**src/rtl/spi_byte_master_if.sv**
```systemverilog
// Byte handshake and SPI pad bundle for spi_byte_master.
// master: the engine's view (drives the handshake status and the SPI pads).
// slave:  the peer's view (the I2C front end supplying bytes, plus the MISO pad).
interface spi_byte_master_if;
   logic [7:0] tx_data_i;
   logic       tx_valid_i;
   logic       tx_ready_o;
   logic [7:0] rx_data_o;
   logic       rx_valid_o;
   logic       busy_o;
   logic       sck_o;
   logic       mosi_o;
   logic       miso_i;
   logic       ss_n_o;

   modport master (
      input  tx_data_i, tx_valid_i, miso_i,
      output tx_ready_o, rx_data_o, rx_valid_o, busy_o, sck_o, mosi_o, ss_n_o
   );

   modport slave (
      output tx_data_i, tx_valid_i, miso_i,
      input  tx_ready_o, rx_data_o, rx_valid_o, busy_o, sck_o, mosi_o, ss_n_o
   );
endinterface

```
**src/rtl/spi_byte_master.sv**
```systemverilog
// spi_byte_master: byte-level SPI master. Accepts a byte over a valid/ready
// handshake, shifts it out on MOSI while capturing MISO, then presents the
// received byte with a one-cycle valid pulse. All pad outputs are registered.
// Optional build macro SPI_LSB_FIRST_EN: shift LSB first (default MSB first).
module spi_byte_master #(
   parameter int unsigned CLK_DIV = 4,    // system clocks per SCK half-period, 1..255
   parameter bit          CPOL    = 1'b0, // SCK idle level
   parameter bit          CPHA    = 1'b0  // 0: sample leading edge, 1: sample trailing edge
) (
   input  logic               i2c_wb_clk_i,
   input  logic               i2c_wb_rst_i,
   spi_byte_master_if.master  bus
);

   typedef enum logic [2:0] {
      ST_IDLE,
      ST_LEAD,
      ST_SHIFT,
      ST_TAIL,
      ST_DONE
   } state_e;

   localparam logic [7:0] DIV_LAST = 8'(CLK_DIV - 1);

   state_e     state_q,    state_d;
   logic [7:0] div_cnt_q,  div_cnt_d;
   logic [3:0] bit_cnt_q,  bit_cnt_d;
   logic [7:0] tx_sr_q,    tx_sr_d;
   logic [7:0] rx_sr_q,    rx_sr_d;
   logic [7:0] rx_data_q,  rx_data_d;
   logic       rx_valid_q, rx_valid_d;
   logic       sck_q,      sck_d;
   logic       mosi_q,     mosi_d;
   logic       ss_n_q,     ss_n_d;

   logic tick;
   logic last_tick;
   logic sample_edge;

`ifdef SPI_LSB_FIRST_EN
   function automatic logic first_bit(input logic [7:0] d);
      return d[0];
   endfunction

   function automatic logic [7:0] tx_shift(input logic [7:0] d);
      return {1'b0, d[7:1]};
   endfunction

   function automatic logic [7:0] rx_shift(input logic [7:0] d, input logic b);
      return {b, d[7:1]};
   endfunction
`else
   function automatic logic first_bit(input logic [7:0] d);
      return d[7];
   endfunction

   function automatic logic [7:0] tx_shift(input logic [7:0] d);
      return {d[6:0], 1'b0};
   endfunction

   function automatic logic [7:0] rx_shift(input logic [7:0] d, input logic b);
      return {d[6:0], b};
   endfunction
`endif

   // Divider tick and SCK edge classification; bit_cnt_q counts ticks 0..15,
   // so an even count is the upcoming leading (odd-numbered) edge.
   assign tick        = (div_cnt_q == DIV_LAST);
   assign last_tick   = (bit_cnt_q == 4'd15);
   assign sample_edge = (~bit_cnt_q[0]) ^ CPHA;

   // Next-state and registered-output logic for the transfer sequence.
   always_comb begin
      // NOTE: every variable gets a default here first, so no path through the
      // case statement can leave one unassigned and infer a latch.
      state_d    = state_q;
      div_cnt_d  = div_cnt_q;
      bit_cnt_d  = bit_cnt_q;
      tx_sr_d    = tx_sr_q;
      rx_sr_d    = rx_sr_q;
      rx_data_d  = rx_data_q;
      rx_valid_d = 1'b0;
      sck_d      = sck_q;
      mosi_d     = mosi_q;
      ss_n_d     = ss_n_q;

      unique case (state_q)
         ST_IDLE: begin
            div_cnt_d = 8'd0;
            if (bus.tx_valid_i) begin
               state_d   = ST_LEAD;
               ss_n_d    = 1'b0;
               bit_cnt_d = 4'd0;
               rx_sr_d   = 8'd0;
               if (!CPHA) begin
                  // Mode with leading-edge sampling: first bit must be on the
                  // pad before the first SCK edge.
                  mosi_d  = first_bit(bus.tx_data_i);
                  tx_sr_d = tx_shift(bus.tx_data_i);
               end else begin
                  tx_sr_d = bus.tx_data_i;
               end
            end
         end

         ST_LEAD: begin
            if (tick) begin
               state_d   = ST_SHIFT;
               div_cnt_d = 8'd0;
            end else begin
               div_cnt_d = div_cnt_q + 8'd1;
            end
         end

         ST_SHIFT: begin
            if (tick) begin
               div_cnt_d = 8'd0;
               sck_d     = ~sck_q;
               if (sample_edge) begin
                  rx_sr_d = rx_shift(rx_sr_q, bus.miso_i);
               end else if (!last_tick) begin
                  mosi_d  = first_bit(tx_sr_q);
                  tx_sr_d = tx_shift(tx_sr_q);
               end
               if (last_tick) begin
                  sck_d   = CPOL;
                  state_d = ST_TAIL;
               end else begin
                  bit_cnt_d = bit_cnt_q + 4'd1;
               end
            end else begin
               div_cnt_d = div_cnt_q + 8'd1;
            end
         end

         ST_TAIL: begin
            if (tick) begin
               state_d    = ST_DONE;
               div_cnt_d  = 8'd0;
               ss_n_d     = 1'b1;
               rx_data_d  = rx_sr_q;
               rx_valid_d = 1'b1;
            end else begin
               div_cnt_d = div_cnt_q + 8'd1;
            end
         end

         ST_DONE: begin
            state_d   = ST_IDLE;
            div_cnt_d = 8'd0;
         end

         default: begin
            state_d = ST_IDLE;
         end
      endcase
   end

   // State and output registers with synchronous reset; reset aborts any
   // transfer in flight and discards the partial byte.
   always_ff @(posedge i2c_wb_clk_i) begin
      // NOTE: non-blocking assignments here so every register samples the
      // pre-edge values, independent of statement order.
      if (i2c_wb_rst_i) begin
         state_q    <= ST_IDLE;
         div_cnt_q  <= 8'd0;
         bit_cnt_q  <= 4'd0;
         tx_sr_q    <= 8'd0;
         rx_sr_q    <= 8'd0;
         rx_data_q  <= 8'd0;
         rx_valid_q <= 1'b0;
         sck_q      <= CPOL;
         mosi_q     <= 1'b0;
         ss_n_q     <= 1'b1;
      end else begin
         state_q    <= state_d;
         div_cnt_q  <= div_cnt_d;
         bit_cnt_q  <= bit_cnt_d;
         tx_sr_q    <= tx_sr_d;
         rx_sr_q    <= rx_sr_d;
         rx_data_q  <= rx_data_d;
         rx_valid_q <= rx_valid_d;
         sck_q      <= sck_d;
         mosi_q     <= mosi_d;
         ss_n_q     <= ss_n_d;
      end
   end

   assign bus.tx_ready_o = (state_q == ST_IDLE);
   assign bus.busy_o     = (state_q != ST_IDLE);
   assign bus.rx_data_o  = rx_data_q;
   assign bus.rx_valid_o = rx_valid_q;
   assign bus.sck_o      = sck_q;
   assign bus.mosi_o     = mosi_q;
   assign bus.ss_n_o     = ss_n_q;

endmodule

```
**src/flat_wrapper.sv**
```systemverilog
// flat-port wrapper written by rule: the top's interface ports become plain ports
module spi_byte_master_flat 
#(
   parameter int unsigned CLK_DIV = 4,                                                
   parameter bit          CPOL    = 1'b0,                  
   parameter bit          CPHA    = 1'b0                                                    
)
  (i2c_wb_clk_i, i2c_wb_rst_i, bus_tx_data_i, bus_tx_valid_i, bus_miso_i, bus_tx_ready_o, bus_rx_data_o, bus_rx_valid_o, bus_busy_o, bus_sck_o, bus_mosi_o, bus_ss_n_o);
  spi_byte_master_if bus_i ();
  input  logic i2c_wb_clk_i;
  input  logic i2c_wb_rst_i;
  input wire logic [$bits(bus_i.tx_data_i)-1:0] bus_tx_data_i;
  input wire logic [$bits(bus_i.tx_valid_i)-1:0] bus_tx_valid_i;
  input wire logic [$bits(bus_i.miso_i)-1:0] bus_miso_i;
  output wire logic [$bits(bus_i.tx_ready_o)-1:0] bus_tx_ready_o;
  output wire logic [$bits(bus_i.rx_data_o)-1:0] bus_rx_data_o;
  output wire logic [$bits(bus_i.rx_valid_o)-1:0] bus_rx_valid_o;
  output wire logic [$bits(bus_i.busy_o)-1:0] bus_busy_o;
  output wire logic [$bits(bus_i.sck_o)-1:0] bus_sck_o;
  output wire logic [$bits(bus_i.mosi_o)-1:0] bus_mosi_o;
  output wire logic [$bits(bus_i.ss_n_o)-1:0] bus_ss_n_o;
  assign bus_i.tx_data_i = bus_tx_data_i;
  assign bus_i.tx_valid_i = bus_tx_valid_i;
  assign bus_i.miso_i = bus_miso_i;
  assign bus_tx_ready_o = bus_i.tx_ready_o;
  assign bus_rx_data_o = bus_i.rx_data_o;
  assign bus_rx_valid_o = bus_i.rx_valid_o;
  assign bus_busy_o = bus_i.busy_o;
  assign bus_sck_o = bus_i.sck_o;
  assign bus_mosi_o = bus_i.mosi_o;
  assign bus_ss_n_o = bus_i.ss_n_o;
  spi_byte_master #(.CLK_DIV(CLK_DIV), .CPOL(CPOL), .CPHA(CPHA)) u_core (.i2c_wb_clk_i(i2c_wb_clk_i), .i2c_wb_rst_i(i2c_wb_rst_i), .bus(bus_i));
endmodule
```
**config.mk**
```make
export PLATFORM = sky130hd
export DESIGN_NAME = spi_byte_master_flat
export DESIGN_NICKNAME = d
export VERILOG_FILES = /design/src/rtl/spi_byte_master_if.sv /design/src/rtl/spi_byte_master.sv /design/src/flat_wrapper.sv
export SDC_FILE = /design/constraint.sdc
export NUM_CORES = 1
export LEC_CHECK = 0
export ABC_AREA = 1
export ABC_CLOCK_PERIOD_IN_PS = 2100
export CAP_MARGIN = 30
export CORE_UTILIZATION = 30
export DETAILED_ROUTE_END_ITERATION = 12
export SYNTH_ARGS = -nofsm -noshare
export SYNTH_HDL_FRONTEND = slang
export SYNTH_SLANG_ARGS = --single-unit
export TNS_END_PERCENT = 50
```
**constraint.sdc**
```tcl
create_clock -name i2c_wb_clk_i -period 2.1 [get_ports i2c_wb_clk_i]
set_input_delay 0.42 -clock i2c_wb_clk_i [delete_from_list [all_inputs] [get_ports i2c_wb_clk_i]]
set_output_delay 0.42 -clock i2c_wb_clk_i [all_outputs]
set_load 0.01 [all_outputs]
```
==> impl_metrics.json <==
{
  "synthArstFlopShare": 0,
  "critPathLaunchType": "register",
  "port_buffers": 25,
  "tightest_slew_ps": 439,
  "postCtsHoldBufs": 0,
  "clock-sinks": 42,
  "crit_arrival_ps": 1550,
  "cp_max_fo": 5,
  "io_pins": 26,
  "max_freq_mhz": 507,
  "pre_cts_ws_ps": 294,
  "cts_resized": 0,
  "antenna_found_initial": 0,
  "final-max-slew-violation-count": 0,
  "layout-drive-gt1-share": 0.0975,
  "grt_max_degree": 24,
  "fin_nets": 331,
  "multi_input_area_um2": 1050,
  "avgSynthCellArea_um2": 7.14,
  "cp-end-kind": "primary output",
  "netlist_instances": 290,
  "crit_required_ps": 1680,
  "die_h_um": 85.1,
  "yosysWarnings": 0,
  "postRouteAntennaNets": 0,
  "n_antenna_cell": 0,
  "crit_buf_inv": 2,
  "layout_worst_path_cycle_share": 0.939,
  "rows": 29,
  "ir_drop_uv": 405,
  "gr-total-overflow": 0,
  "area.growth.synth_to_final_pct": 19.5,
  "cts_setup_buffers": 0,
  "gp_congestion": 0.806,
  "ys.flop_type": "dfxtp_1",
  "routed_wl_um": 4580,
  "place_area_um2": 2380,
  "clk_pin_slew_ps": 80,
  "cts_max_level": 2,
  "start_util": 0.319,
  "vias_per_cell": 4.78,
  "hpwl_um": 3250,
  "dieArea_um2": 7230,
  "path_delay_family": "buffers and inverters",
  "drc_errors": 0,
  "hp-class": "register to register",
  "status": "finished, final reports clean",
  "skew_ps": 10.4,
  "grt_setup_unrepaired": "no",
  "regArea_um2": 842,
  "min_period_ps": 1970,
  "drt_iter0_markers": 129,
  "die_w_um": 85.1,
  "route.vias.total": 1890,
  "numCtsBuffers": 5,
  "slew_headroom": 0.707,
  "cp_slowest_cell": "clkdlybuf4s50_1",
  "ys_seq_area_frac": 0.406,
  "p_leak_nw": 1.02,
  "synth-seq-cells": 42,
  "core_area_um2": 6490,
  "cts_tree": "done",
  "nFillCells": 700,
  "setup_viol": 0,
  "synth_edf_count": 0,
  "clk_latency_ps": 300,
  "clk_root_buffer_cell": "clkbuf_8",
  "max_stage_delay_ps": 540,
  "critical_path.cell_chain": "nor2_2 > nand2_1 > inv_1 > clkdlybuf4s50_1",
  "fin_ws_ps": 127,
  "grt_pass1_vias": 1834,
  "cts_max_path_buffers": 2,
  "p_per_area_nw_per_um2": 1050,
  "wire_per_inst_um": 11.6,
  "setup_tns_ps": 0,
  "firstDrtPassIters": 4,
  "reg2reg_setup_slack_ps": 450,
  "grtUsageTotal": 0.136,
  "stdcell_area_um2": 2470,
  "syn_nets": 304,
  "synth_area_um2": 2070,
  "critical_path_class": "register to primary output",
  "grt_pass1_wl_um": 7960,
  "synth_cell_types": 32,
  "drv_cap": 0,
  "finalHoldViolCount": 0
}
worst min-delay path: stages, from the launching register on:
cell and delay [ps]:
dfxtp_1 320, nand3_1 70, nand2_1 40
registers in the layout (all words and copies together), names as in the netlist:
| signal | flops |
|---|---|
| u_core.bit_cnt_q | 4 |
| u_core.bus.mosi_o | 1 |
| u_core.bus.rx_data_o | 8 |
| u_core.bus.rx_valid_o | 1 |
| u_core.bus.sck_o | 1 |
| u_core.bus.ss_n_o | 1 |
| u_core.div_cnt_q | 8 |
| u_core.rx_sr_q | 8 |
| u_core.state_q | 3 |
| u_core.tx_sr_q | 7 |
cell families (layout without fill, tap and decap cells):
group	after synthesis	count (layout)	share of synthesized area
and+or+nand+nor	163	163	0.354
adders and majority gates	2	2	0.0121
DFF	42	42	0.406
buffers and inverters	35	63	0.0883
AOI/OAI and AO/OA	45	45	0.127
xor gates and xnor gates	3	3	0.0127
cell usage in the layout (no fill, tap or decap), types with 2 or more instances in the layout:
cell type        Yosys  routed
buf_4                1       4
o211ai_1             2       2
inv_2                3       3
nor2_1              44      44
nand2_1             79      79
nand4_1             11      11
clkdlybuf4s50_1      0      25
clkbuf_8             0       5
inv_1               21      21
a21oi_4              2       2
nor2_2               4       4
nand3_1             12      12
xor2_1               3       3
nand3b_1             7       7
clkinv_4             1       2
o21ai_0             11      11
ha_1                 2       2
dfxtp_1             42      41
a21oi_1             26      26
cells in the mapped netlist, types with 2 or more instances:
cell,number,area (µm²)
a21oi_4,2,32.5
nor2_2,4,25.0
nand3_1,12,60.1
inv_1,21,78.8
nand4_1,11,68.8
nand2_1,79,297
clkbuf_1,2,7.51
inv_2,3,11.3
nand3b_1,7,52.6
ha_1,2,25.0
nor2_1,44,165
xor2_1,3,26.3
o21ai_0,11,55.1
a21oi_1,26,130
dfxtp_1,42,841
buf_6,4,45.0
o211ai_1,2,15.0
metrics by stage:
step	power [mW]	utilization	hold slack (ps)	instances
after floorplan	1.85	-	443	290
after global placement	2.04	0.367	454	387
after detailed placement	2.06	0.367	463	387
after CTS	2.60	0.381	478	395
after global routing	2.78	0.381	501	395
final	2.59	0.381	475	395
layer usage:
| metal | GRT usage | routed length [µm] | up-vias |
|---|---|---|---|
| li1 | - | - | 990 |
| met1 | 0.169 | 2280 | 873 |
| met2 | 0.235 | 2110 | 23 |
| met3 | 0.0321 | 129 | 4 |
| met4 | 0.0401 | 55 | 0 |
| met5 | 0 | 0 | - |
where the power goes:
part | switching [mW] | total, mW | internal [mW]
Combinational | 0.633 | 1.02 | 0.383
Sequential | 0.105 | 1.04 | 0.931
Clock | 0.301 | 0.535 | 0.234
layout make-up:
class / count / area share
Tap cell: 77 / 0.0389
Sequential cell: 42 / 0.340
Clock inverter: 3 / 0.00860
Timing Repair Buffer: 30 / 0.121
Multi-Input combinational cell: 213 / 0.423
Inverter: 25 / 0.0400
Clock buffer: 5 / 0.0278
worst paths after layout:
kind,endpoint,startpoint,depth (start not counted)
min reg2reg,u_core.tx_sr_q[1],u_core.tx_sr_q[1],2
max,bus_tx_ready_o,u_core.state_q[0],4
min,u_core.tx_sr_q[1],u_core.tx_sr_q[1],2
max reg2reg,u_core.bus.rx_data_o[1],u_core.div_cnt_q[0],8
Note: power is estimated with default switching activity, not from simulation.
